<file path="config.mk">
export PLATFORM = sky130hd
export DESIGN_NAME = speaker_arbiter
export DESIGN_NICKNAME = d
export VERILOG_FILES = /design/src/rtl/speaker_pkg.sv /design/src/rtl/tone_divider.sv /design/src/rtl/speaker_arbiter.sv
export SDC_FILE = /design/constraint.sdc
export NUM_CORES = 1
export LEC_CHECK = 0
export BUFFER_PORTS_ARGS = -buffer_cell sky130_fd_sc_hd__buf_2
export CORE_UTILIZATION = 40
export DETAILED_ROUTE_END_ITERATION = 7
export GPL_ROUTABILITY_DRIVEN = 0
export GPL_TIMING_DRIVEN = 0
export SYNTH_ARGS = -nofsm -noshare
export SYNTH_HDL_FRONTEND = slang
export SYNTH_SLANG_ARGS = --single-unit
</file>
<file path="constraint.sdc">
create_clock -name clk -period 3.5 [get_ports clk]
set_input_delay 0.35 -clock clk [delete_from_list [all_inputs] [get_ports clk]]
set_output_delay 0.35 -clock clk [all_outputs]
set_load 0.01 [all_outputs]
</file>
<file path="src/rtl/speaker_pkg.sv">
// Shared definitions for the speaker arbiter: FSM state encoding, default divider
// width and the fixed-priority encoder used to pick the next owner.
package speaker_pkg;

  localparam int DIV_W_DEF = 15;

  typedef enum logic [1:0] {
    ST_IDLE = 2'd0,
    ST_PLAY = 2'd1,
    ST_GAP  = 2'd2
  } state_e;

  // Lowest set index wins; callers zero-extend narrower request vectors to 8 bits.
  function automatic logic [2:0] lowest_set(input logic [7:0] v);
    logic [2:0] idx;
    idx = 3'd0;
    for (int i = 7; i >= 0; i--) begin
      if (v[i]) idx = 3'(i);
    end
    return idx;
  endfunction

endpackage

</file>
<file path="src/rtl/tone_divider.sv">
// Half-period reload counter driving the speaker flop. The counter is loaded on the
// first enabled cycle and reloaded from the live divider at each toggle.
module tone_divider
  import speaker_pkg::*;
#(
  parameter int DIV_W = DIV_W_DEF
) (
  input  logic             clk,
  input  logic             rst_n,
  input  logic             en,
  input  logic [DIV_W-1:0] div,
  output logic             speaker
);

  logic [DIV_W-1:0] cnt_q, cnt_d;
  logic             spk_q, spk_d;
  logic             active_q, active_d;

  always_comb begin
    cnt_d    = cnt_q;
    spk_d    = spk_q;
    active_d = active_q;
    if (!en) begin
      cnt_d    = '0;
      spk_d    = 1'b0;
      active_d = 1'b0;
    end else if (div == '0) begin
      // A zero divider mutes the tone; the next nonzero value toggles straight away.
      cnt_d    = '0;
      spk_d    = 1'b0;
      active_d = 1'b1;
    end else if (!active_q) begin
      cnt_d    = div;
      active_d = 1'b1;
    end else if (cnt_q == '0) begin
      spk_d = ~spk_q;
      cnt_d = div;
    end else begin
      cnt_d = cnt_q - 1'b1;
    end
  end

  always_ff @(posedge clk or negedge rst_n) begin
    if (!rst_n) begin
      cnt_q    <= '0;
      spk_q    <= 1'b0;
      active_q <= 1'b0;
    end else begin
      cnt_q    <= cnt_d;
      spk_q    <= spk_d;
      active_q <= active_d;
    end
  end

  assign speaker = spk_q;

endmodule

</file>
<file path="src/rtl/speaker_arbiter.sv">
// Fixed-priority owner selection for a shared speaker with a minimum hold time before
// preemption and a silent gap between owners.
module speaker_arbiter
  import speaker_pkg::*;
#(
  parameter int NREQ     = 4,
  parameter int DIV_W    = DIV_W_DEF,
  parameter int MIN_HOLD = 65536,
  parameter int GAP_CYC  = 4096
) (
  input  logic                  clk,
  input  logic                  rst_n,
  input  logic [NREQ-1:0]       req,
  input  logic [NREQ*DIV_W-1:0] div,
  output logic [NREQ-1:0]       gnt,
  output logic                  busy,
  output logic                  speaker
);

  localparam int OWN_W  = $clog2(NREQ);
  localparam int HOLD_W = $clog2(MIN_HOLD + 1);
  localparam int GAP_W  = $clog2(GAP_CYC + 1);

  state_e            state_q, state_d;
  logic [OWN_W-1:0]  owner_q, owner_d;
  logic [HOLD_W-1:0] hold_cnt_q, hold_cnt_d;
  logic [GAP_W-1:0]  gap_cnt_q, gap_cnt_d;
  logic [NREQ-1:0]   gnt_q, gnt_d;
  logic              busy_q, busy_d;

  logic [7:0]        req_ext;
  logic [OWN_W-1:0]  first_req;
  logic              higher_req;
  logic              hold_sat;
  logic              gap_end;
  logic [DIV_W-1:0]  div_arr [NREQ];

  for (genvar i = 0; i < NREQ; i++) begin : g_div
    assign div_arr[i] = div[i*DIV_W +: DIV_W];
  end

  always_comb begin
    req_ext = '0;
    req_ext[NREQ-1:0] = req;
  end

  assign first_req = OWN_W'(lowest_set(req_ext));
  assign hold_sat  = (hold_cnt_q == HOLD_W'(MIN_HOLD));
  assign gap_end   = (gap_cnt_q == GAP_W'(GAP_CYC - 1));

  always_comb begin
    higher_req = 1'b0;
    for (int j = 0; j < NREQ; j++) begin
      if (j < int'(owner_q) && req[j]) higher_req = 1'b1;
    end
  end

  always_comb begin
    state_d    = state_q;
    owner_d    = owner_q;
    hold_cnt_d = hold_cnt_q;
    gap_cnt_d  = gap_cnt_q;
    gnt_d      = gnt_q;
    unique case (state_q)
      ST_IDLE: begin
        gnt_d = '0;
        if (req != '0) begin
          state_d    = ST_PLAY;
          owner_d    = first_req;
          hold_cnt_d = '0;
          gnt_d      = NREQ'(1) << first_req;
        end
      end
      ST_PLAY: begin
        if (!hold_sat) hold_cnt_d = hold_cnt_q + 1'b1;
        // Release and preemption in the same cycle collapse into one gap.
        if (!req[owner_q] || (hold_sat && higher_req)) begin
          state_d   = ST_GAP;
          gap_cnt_d = '0;
          gnt_d     = '0;
        end
      end
      ST_GAP: begin
        gnt_d     = '0;
        gap_cnt_d = gap_cnt_q + 1'b1;
        if (gap_end) begin
          gap_cnt_d = '0;
          if (req != '0) begin
            state_d    = ST_PLAY;
            owner_d    = first_req;
            hold_cnt_d = '0;
            gnt_d      = NREQ'(1) << first_req;
          end else begin
            state_d = ST_IDLE;
          end
        end
      end
      default: begin
        state_d = ST_IDLE;
        gnt_d   = '0;
      end
    endcase
    busy_d = (state_d != ST_IDLE);
  end

  always_ff @(posedge clk or negedge rst_n) begin
    if (!rst_n) begin
      state_q    <= ST_IDLE;
      owner_q    <= '0;
      hold_cnt_q <= '0;
      gap_cnt_q  <= '0;
      gnt_q      <= '0;
      busy_q     <= 1'b0;
    end else begin
      state_q    <= state_d;
      owner_q    <= owner_d;
      hold_cnt_q <= hold_cnt_d;
      gap_cnt_q  <= gap_cnt_d;
      gnt_q      <= gnt_d;
      busy_q     <= busy_d;
    end
  end

  // Driving the divider from next-state lets the speaker flop clear on the first gap cycle.
  tone_divider #(
    .DIV_W (DIV_W)
  ) u_tone (
    .clk     (clk),
    .rst_n   (rst_n),
    .en      (state_d == ST_PLAY),
    .div     (div_arr[owner_d]),
    .speaker (speaker)
  );

  assign gnt  = gnt_q;
  assign busy = busy_q;

endmodule

</file>
==> impl_metrics.yaml <==
status:
  status: "complete, no violations"
drt:
  routed-via-count: 2991
  drc: 0
  drt-pass1-iter-count: 4
  antenna_left: 0
  routedWlPerCell_um: 13.7
  vias_per_cell: 5.31
  routed_wl_um: 7720
  first_iter_violations: 64
cells_and_area:
  n_fill_cell: 796
  fin_nets: 527
  final_cell_area_um2: 4190
  syn_to_final_growth_pct: 18.4
  seqCellArea_um2: 1400
  layout_commonest_cell: "buf_2"
  mostFrequentLayoutCells: "buf_2 (72), dfrtp_1 (56), nor2_1 (37), nand2_1 (37), mux2i_1 (36)"
  multi_input_area_um2: 2040
  diodes: 0
  drive_gt1_share_pct: 22.3
timing:
  worst_hold_slack_ps: 59.8
  slew_violations: 0
  grt_setup_unrepaired: "no"
  fin_crit_ps: 3280
  hold_viol_final: 0
  tightest_slew_ps: 697
  setup_violations: 0
  maxSlewHeadroom_pct: 53.2
  fin_skew_ps: 11.1
  finalSetupTns_ps: 0
  post-route-period-util_pct: 93.8
  max_freq_mhz: 305
clock_tree:
  cts.sinks: 56
  cts_tree: "yes"
  clock_latency_ps: 320
  root_buffer: "clkbuf_8"
  cts_buffers: 5
  clk_path_buf_depth: 2
  ctsHoldBuffers: 0
  cts_htree_levels: 2
  clk_pin_slew_ps: 110
worst_setup_path:
  cp_data_arrival_time_ps: 3490
  start_kind: "flip-flop"
  critPathMaxFanout: 10
  crit_path_top_delay_cell: "o41a_1"
  crit_type: "flip-flop to flip-flop"
  end_kind: "flip-flop"
  slowest_delay_ps: 480
  path_cells: "ha_2, nand4_4, o41a_1, a311oi_4, buf_6, buf_8, mux2i_1, mux2i_1, nor4_2, a31oi_4, buf_6, o211a_1"
  worstPathRequired_ps: 3710
place:
  numPortBuffers: 71
  dpl.hpwl_um: 5940
  placed_area_um2: 4020
yosys:
  yosys.area.top_type: "dfrtp_1"
  postSynth.asyncResetShare_pct: 100
  synth_seq_cells: 56
  syn-cell-area_um2: 3530
  seq_area_frac_synth_pct: 39.6
  ys_types: 56
  synth_nets: 449
  synthFlopType: "dfrtp_1"
  ys_top_cells_by_area: "dfrtp_1 (40%), mux2i_1 (10%), nand2_1 (3.9%)"
  syn_inst: 379
  synth-edff-count: 0
  synth_warnings: 0
  netlist.area_leader.share_pct: 39.6
  syn_area_per_cell_um2: 9.33
floorplan:
  die-area_um2: 9220
  die_h_um: 96.0
  core-area_um2: 8380
  die_x_um: 96.0
  ioPinCount: 72
  start_util_pct: 42.2
  num_rows: 33
run:
  drv_cap: 0
power_and_ir_drop:
  power.total_w: 0.00314
  peakVddDrop_mv: 0.433
  p_leak_nw: 1.99
  power_density_nw_per_um2: 749
global_routing:
  grt_max_degree: 57
  antenna_found_initial: 0
  grt_pass1_wl_um: 13200
  grt_usage_pct: 18.5
  overflow: 0
  grt_pass1_vias: 2923
hold_path:
  hp-class: "input port to asynchronous set/reset pin"
## area by class of cell
class | instances | share of cell area (%)
clock buffers | 5 | 1.64
multi-input cells | 295 | 48.7
plain buffers | 14 | 2.21
flip-flops and latches | 56 | 33.5
clock inverters | 3 | 1.02
well taps | 105 | 3.14
inverters | 14 | 1.26
repair buffers | 71 | 8.55
## registers in the layout, indices dropped and copies added (netlist names)
name,count
hold_cnt_q,17
u_tone.cnt_q,15
gap_cnt_q,13
gnt,4
owner_q,2
state_q,2
busy,1
u_tone.active_q,1
u_tone.speaker,1
## cells by family after synthesis
group           count (synthesis)  share of synthesized area (%)
xor+xnor                       25                           6.19
compound gates                 77                           16.3
fa+ha+maj                       4                           1.42
flops                          56                           39.6
mux                            37                           10.5
buf+inv                        28                           4.11
simple gates                  152                           21.8
## per-layer routing
metal | share of wire (%) | up-vias | GRT usage (%) | wire length [um]
li1 | - | 1527 | - | -
met1 | 46 | 1396 | 22.6 | 3570
met2 | 50 | 62 | 33.0 | 3860
met3 | 2.8 | 6 | 2.84 | 213
met4 | 0.98 | 0 | 6.34 | 76
met5 | 0 | - | 0 | 0
## per-stage QoR
step	utilization, %	setup slack (ps)	std cells
after floorplan	-	583	379
after global routing	49.9	27.1	563
after detailed placement	48.0	120	555
final	49.9	216	563
after CTS	49.3	85.3	563
after global placement	48.0	91.3	555
## repair_timing
action,CTS,global route
buffers inserted,0,0
setup endpoints to repair,0,14
gates resized for setup,0,7
## synth_stat cells, types with 3 or more instances
cell type / number
mux2i_1: 37
nor2b_1: 12
inv_1: 13
o21ai_0: 25
nand2_1: 37
nand4_1: 5
clkbuf_1: 7
nor2_1: 37
and2_1: 3
xor2_1: 10
a21oi_1: 11
a211oi_1: 5
nand3_1: 13
or3_1: 4
nor3_1: 10
or4_1: 3
nor4_1: 8
o41ai_1: 3
o211a_1: 13
ha_1: 4
dfrtp_1: 56
or2_2: 3
and3_1: 6
buf_6: 3
xnor2_1: 15
## final timing paths
path	end	slack, ps	startpoint	cells after the start
max	u_tone.cnt_q[8]$_DFF_PN0_	220	gap_cnt_q[0]$_DFFE_PN0P_	12
min	gap_cnt_q[8]$_DFFE_PN0P_	60	rst_n	1
max reg2reg	u_tone.cnt_q[8]$_DFF_PN0_	220	gap_cnt_q[0]$_DFFE_PN0P_	12
min reg2reg	gnt[0]$_DFFE_PN0P_	500	gnt[0]$_DFFE_PN0P_	2
max in group asynchronous	gnt[2]$_DFFE_PN0P_	2960	rst_n	1
min in group clk	gnt[0]$_DFFE_PN0P_	330	req[0]	3
## where the power goes
group	leakage [nW]	total [W]	switching, W	internal, W
sequential	0.750	0.000916	0.000124	0.000791
combinational	1.18	0.00179	0.00100	0.000785
clock	0.0541	0.000434	0.000222	0.000212
## critical path: cells and delay by family (launching register included)
family	cells	cell delay (ps)
buf+inv	3	550
simple gates	2	500
compound gates	4	1110
fa+ha+maj	1	250
mux	2	350
flops	1	400
Note: power is estimated with default switching activity, not from simulation.
